[config.mk]
export PLATFORM = sky130hd
export DESIGN_NAME = if_fetch_unit
export DESIGN_NICKNAME = d
export VERILOG_FILES = /design/src/rtl/fetch_pkg.sv /design/src/rtl/fetch_fifo.sv /design/src/rtl/if_fetch_unit.sv
export SDC_FILE = /design/constraint.sdc
export NUM_CORES = 1
export LEC_CHECK = 0
export ABC_CLOCK_PERIOD_IN_PS = 10100
export BUFFER_PORTS_ARGS = -buffer_cell sky130_fd_sc_hd__buf_2
export CAP_MARGIN = 20
export CORE_ASPECT_RATIO = 0.9
export CORE_MARGIN = 1.5
export CORE_UTILIZATION = 55
export CTS_BUF_LIST = sky130_fd_sc_hd__clkbuf_4
export CTS_CLUSTER_DIAMETER = 30
export DETAILED_ROUTE_END_ITERATION = 8
export PLACE_DENSITY = 0.9
export SLEW_MARGIN = 10
export SYNTH_ARGS = -nofsm -noshare
export SYNTH_HDL_FRONTEND = slang
export SYNTH_SLANG_ARGS = --single-unit
[constraint.sdc]
create_clock -name HCLK -period 10.1 [get_ports HCLK]
set_input_delay 1.515 -clock HCLK [delete_from_list [all_inputs] [get_ports HCLK]]
set_output_delay 1.515 -clock HCLK [all_outputs]
set_load 0.02 [all_outputs]
[src/rtl/fetch_pkg.sv]
// Shared types for the instruction-fetch slice: queued fetch entries and fetch FSM states.
package fetch_pkg;

   localparam int unsigned INSTR_BYTES = 4;

   typedef struct packed {
      logic [31:0] pc;
      logic [31:0] instr;
   } fetch_entry_t;

   typedef enum logic [1:0] {
      WAIT_MEM,
      RUN,
      HALT
   } fetch_state_t;

endpackage

[src/rtl/fetch_fifo.sv]
// Synchronous prefetch FIFO of {pc, instr} entries with push/pop/flush and an occupancy count.
module fetch_fifo
   import fetch_pkg::*;
#(
   parameter int unsigned FIFO_DEPTH = 4
) (
   input  logic                          HCLK,
   input  logic                          HRESET,
   input  logic                          push,
   input  fetch_entry_t                  push_data,
   input  logic                          pop,
   input  logic                          flush,
   output fetch_entry_t                  head,
   output logic [$clog2(FIFO_DEPTH):0]   count
);

   localparam int unsigned AW = $clog2(FIFO_DEPTH);

   fetch_entry_t   mem [FIFO_DEPTH];
   logic [AW-1:0]  rd_ptr;
   logic [AW-1:0]  wr_ptr;

   // Storage is cleared on reset so the head reads as zero before the first push.
   always_ff @(posedge HCLK or posedge HRESET) begin
      if (HRESET) begin
         for (int unsigned i = 0; i < FIFO_DEPTH; i++) begin
            mem[i] <= '0;
         end
         rd_ptr <= '0;
         wr_ptr <= '0;
         count  <= '0;
      end else if (flush) begin
         rd_ptr <= '0;
         wr_ptr <= '0;
         count  <= '0;
      end else begin
         if (push) begin
            mem[wr_ptr] <= push_data;
            wr_ptr      <= wr_ptr + 1'b1;
         end
         if (pop) begin
            rd_ptr <= rd_ptr + 1'b1;
         end
         if (push && !pop) begin
            count <= count + 1'b1;
         end else if (pop && !push) begin
            count <= count - 1'b1;
         end
      end
   end

   assign head = mem[rd_ptr];

endmodule

[src/rtl/if_fetch_unit.sv]
// Instruction-fetch stage feeding a one-cycle-latency word SRAM into a prefetch FIFO.
// Optional FETCH_MISALIGN_TRAP_EN: misaligned redirects raise a sticky fetch_fault and halt issue.
module if_fetch_unit
   import fetch_pkg::*;
#(
   parameter logic [31:0]  RESET_PC   = 32'h0000_0000,
   parameter int unsigned  FIFO_DEPTH = 4
) (
   input  logic        HCLK,
   input  logic        HRESET,
   input  logic        mem_ready,
   output logic [31:0] mem_addr,
   input  logic [31:0] mem_rdata,
   input  logic        redirect_valid,
   input  logic [31:0] redirect_pc,
   output logic        instr_valid,
   input  logic        instr_ready,
   output logic [31:0] instr_data,
   output logic [31:0] instr_pc,
   output logic        fetch_fault
);

   localparam int unsigned CW   = $clog2(FIFO_DEPTH) + 1;
   localparam logic [31:0] STEP = 32'(INSTR_BYTES);

   fetch_state_t  state;
   logic [31:0]   fetch_pc;
   logic [31:0]   next_pc;
   logic [31:0]   rsp_pc;
   logic          rsp_pending;
   logic [31:0]   aligned_pc;
   logic [31:0]   redir_pc;
   logic          fire;
   logic          push;
   logic          pop;
   logic [CW-1:0] count;
   fetch_entry_t  head;
   fetch_entry_t  push_data;

   assign aligned_pc = redirect_pc & ~32'd3;

`ifdef FETCH_MISALIGN_TRAP_EN
   logic fault_q;
   logic misalign;
   assign misalign    = redirect_pc[1:0] != 2'b00;
   assign redir_pc    = redirect_pc;
   assign fetch_fault = fault_q;
`else
   assign redir_pc    = aligned_pc;
   assign fetch_fault = 1'b0;
`endif

   // Credit counts the in-flight response so a capture can never overflow the FIFO.
   assign fire = (state == RUN) && mem_ready && !redirect_valid &&
                 ((32'(count) + 32'(rsp_pending)) < FIFO_DEPTH);
   assign next_pc   = fetch_pc + STEP;
   assign push      = rsp_pending && !redirect_valid;
   assign pop       = instr_valid && instr_ready && !redirect_valid;
   assign push_data = '{pc: rsp_pc, instr: mem_rdata};

   always_ff @(posedge HCLK or posedge HRESET) begin
      if (HRESET) begin
         state       <= WAIT_MEM;
         fetch_pc    <= RESET_PC;
         mem_addr    <= {2'b00, RESET_PC[31:2]};
         rsp_pc      <= '0;
         rsp_pending <= 1'b0;
`ifdef FETCH_MISALIGN_TRAP_EN
         fault_q     <= 1'b0;
`endif
      end else begin
         rsp_pending <= fire;
         if (fire) begin
            rsp_pc <= fetch_pc;
         end
         if (redirect_valid) begin
            if (state == WAIT_MEM) begin
               fetch_pc <= aligned_pc;
               mem_addr <= {2'b00, aligned_pc[31:2]};
               if (mem_ready) begin
                  state <= RUN;
               end
            end else begin
               fetch_pc <= redir_pc;
               mem_addr <= {2'b00, redir_pc[31:2]};
`ifdef FETCH_MISALIGN_TRAP_EN
               state    <= misalign ? HALT : RUN;
               fault_q  <= misalign;
`else
               state    <= RUN;
`endif
            end
         end else if (fire) begin
            fetch_pc <= next_pc;
            mem_addr <= {2'b00, next_pc[31:2]};
         end else if ((state == WAIT_MEM) && mem_ready) begin
            state <= RUN;
         end
      end
   end

   fetch_fifo #(
      .FIFO_DEPTH (FIFO_DEPTH)
   ) u_fifo (
      .HCLK      (HCLK),
      .HRESET    (HRESET),
      .push      (push),
      .push_data (push_data),
      .pop       (pop),
      .flush     (redirect_valid),
      .head      (head),
      .count     (count)
   );

   assign instr_valid = (count != '0);
   assign instr_data  = head.instr;
   assign instr_pc    = head.pc;

endmodule

==> flow_metrics.env <==
export IMPL_startpoint="u_fifo.rd_ptr[0]$_DFFE_PP0P_"
export IMPL_outcome="complete, no violations"
export IMPL_finalHoldViolCount=0
export IMPL_reg2regPathDepth=8
export IMPL_cts_max_level=3
export IMPL_crit_family="flip-flops"
export IMPL_endpoint="instr_data[2]"
export IMPL_syn_to_final_growth_pct=14.0
export IMPL_grt_pass1_vias=9829
export IMPL_die_h_um=155
export IMPL_dieArea_um2=26600
export IMPL_ys_warn_count=0
export IMPL_tns_ps=0
export IMPL_ys_flop_type="dfrtp_1"
export IMPL_ant_nets=0
export IMPL_clock_root_buffer="clkbuf_4"
export IMPL_cts_hold_buf=0
export IMPL_dpl_worst_slack_ps=5680
export IMPL_layout_common_cells="dfrtp_1, mux2_2, buf_2"
export IMPL_synth_distinct_cells=53
export IMPL_die_width_um=172
export IMPL_drt_iter0_drc=435
export IMPL_grt_overflow=0
export IMPL_cts_tree="yes"
export IMPL_fillers=1859
export IMPL_maxCapViolations=0
export IMPL_grt_antenna_before_repair=2
export IMPL_worst_slack_ps=5650
export IMPL_grt_util_all_layers_pct=23.9
export IMPL_critPathCaptureType="primary output"
export IMPL_drc=0
export IMPL_via_per_inst=5.78
export IMPL_grt_max_degree=193
export IMPL_layout_min_cycle_time_ps=4450
export IMPL_maxSlewHeadroom_pct=30.1
export IMPL_wire_per_inst_um=19.2
export IMPL_power_leakage_nw=7.87
export IMPL_crit_fanout=34
export IMPL_portBuffers=159
export IMPL_hpwl_um=18700
export IMPL_coreArea_um2=25200
export IMPL_clock_path_buffers=3
export IMPL_gp_congestion=0.783
export IMPL_worst_path_max_delay_cell="dfrtp_4"
export IMPL_powerDensity_nw_per_um2=269
export IMPL_power_mw=4.32
export IMPL_ys_ff_latch=317
export IMPL_slew_violations=0
export IMPL_path_cells="buf_4 -> mux4_2 -> buf_2"
export IMPL_r2r_end="fetch_pc[15]$_DFFE_PP0P_"
export IMPL_setup_violations=0
export IMPL_layout_commonest_cell="dfrtp_1"
export IMPL_worstSetupPathType="flip-flop to primary output"
export IMPL_clock_latency_ps=700
export IMPL_postSynthAreaPerCell_um2=14.2
export IMPL_vias=9174
export IMPL_fin_crit_sh_pct=44.0
export IMPL_ios=167
export IMPL_fin_worst_skew_ps=62.9
export IMPL_hold_path_class="flip-flop to flip-flop"
export IMPL_firstDrtPassIters=7
export IMPL_clock_sinks=317
export IMPL_grt_pass1_wl_um=49600
export IMPL_synthArstFlopShare_pct=100
export IMPL_synth_edff_count=0
export IMPL_cp_depth=3
export IMPL_slowest_delay_ps=830
export IMPL_routed_wl_um=30500
export IMPL_achievable_frequency_ghz=0.225
export IMPL_ctsResizeCount=0
export IMPL_r2r_slack_ps=7160
export IMPL_synth_cell_area_um2=14100
export IMPL_drive_gt1_share_pct=49.1
export IMPL_postCtsSetupBuffers=0
export IMPL_r2r_start="rsp_pending$_DFF_PP0_"
export IMPL_synth_cells=996
export IMPL_critPathBufInv=2
export IMPL_cp_start_kind="flip-flop"
export IMPL_vdd_drop_max_mv=0.175
export IMPL_rows=55
export IMPL_clk_pin_slew_ps=60
export IMPL_numCtsBuffers=81
export IMPL_nets=1262
export IMPL_crit_arrival_ps=2930
export IMPL_rsz0062_at_grt="no"
export IMPL_worstPathRequired_ps=8590
export IMPL_worstMarginPinSlew_ps=1050
export IMPL_initial_core_util_pct=56.1
export IMPL_ys_seq_area_share_pct=56.2
worst min path at each step:
stage,start,to,slack [ps],cells past startpoint
final,u_fifo.mem[175]$_DFFE_PP0P_,u_fifo.mem[175]$_DFFE_PP0P_,500,1
after global routing,u_fifo.mem[64]$_DFFE_PP0P_,u_fifo.mem[64]$_DFFE_PP0P_,510,1
after CTS,u_fifo.mem[175]$_DFFE_PP0P_,u_fifo.mem[175]$_DFFE_PP0P_,500,1
after detailed placement,u_fifo.mem[175]$_DFFE_PP0P_,u_fifo.mem[175]$_DFFE_PP0P_,490,1
after global placement,u_fifo.mem[170]$_DFFE_PP0P_,u_fifo.mem[170]$_DFFE_PP0P_,480,1
after floorplan,u_fifo.mem[147]$_DFFE_PP0P_,u_fifo.mem[147]$_DFFE_PP0P_,470,1
registers in the layout, summed over array words and instances (netlist names):
register	cells
mem_addr	1
state	1
fetch_pc	29
rsp_pending	1
rsp_pc	30
u_fifo.count	3
u_fifo.rd_ptr	2
u_fifo.mem	248
u_fifo.wr_ptr	2
synth_stat cells, types with 5 or more instances:
| master | number | area share (%) |
|---|---|---|
| a21oi_1 | 6 | 0.21 |
| a221o_1 | 5 | 0.35 |
| buf_1 | 6 | 0.16 |
| buf_2 | 37 | 1.3 |
| buf_4 | 5 | 0.27 |
| clkbuf_1 | 11 | 0.29 |
| dfrtp_1 | 317 | 56 |
| ha_1 | 5 | 0.44 |
| inv_1 | 11 | 0.29 |
| mux2_2 | 249 | 20 |
| mux2i_1 | 6 | 0.43 |
| mux4_2 | 62 | 9.9 |
| nand2_1 | 121 | 3.2 |
| nand3_1 | 16 | 0.57 |
| nand4_1 | 12 | 0.53 |
| nor2_1 | 28 | 0.74 |
| o211ai_1 | 5 | 0.27 |
| o21ai_0 | 24 | 0.85 |
| o311ai_0 | 6 | 0.37 |
| xnor2_1 | 5 | 0.31 |
per-layer routing:
layer  track usage, %  part of all wire (%)  up-vias
met5                0                 0.023        -
li1                 -                     -     4065
met2             39.9                    50      352
met4             8.82                   2.1        2
met1             29.9                    41     4693
met3             6.21                   7.1       62
cell type report:
type,count,area (µm²),area share (%)
Clock buffer,103,773,4.80
Multi-Input combinational cell,608,5850,36.3
Sequential cell,317,7940,49.3
Timing Repair Buffer,167,868,5.40
Clock inverter,36,184,1.14
Inverter,12,48.8,0.303
Antenna cell,1,2.50,0.0155
Tap cell,342,428,2.66
per-stage QoR:
step	cells	cell area, µm²	hold WS, ps	util [%]
2_1_floorplan	1000	14100	474	-
3_3_place_gp	1446	15100	481	60.1
3_5_place_dp	1446	15100	488	60.1
4_1_cts	1585	16100	502	63.9
5_1_grt	1586	16100	512	63.9
6_report	1586	16100	501	63.9
cell families (layout without fill, tap and decap cells):
group	after synthesis	in the layout	synth area share, %
compound gates	63	63	3.00
simple gates	210	210	6.89
flops	317	317	56.2
fa+ha+maj	6	6	0.585
buf+inv	75	318	2.72
mux	317	317	30.2
xor+xnor	7	7	0.434
other cells	1	6	0.0266
report_power, final:
part	switching, mW	internal [mW]
sequential	0.293	1.62
combinational	0.702	0.690
clock	0.507	0.508
total	1.50	2.82
(Power assumes the default switching activity.)
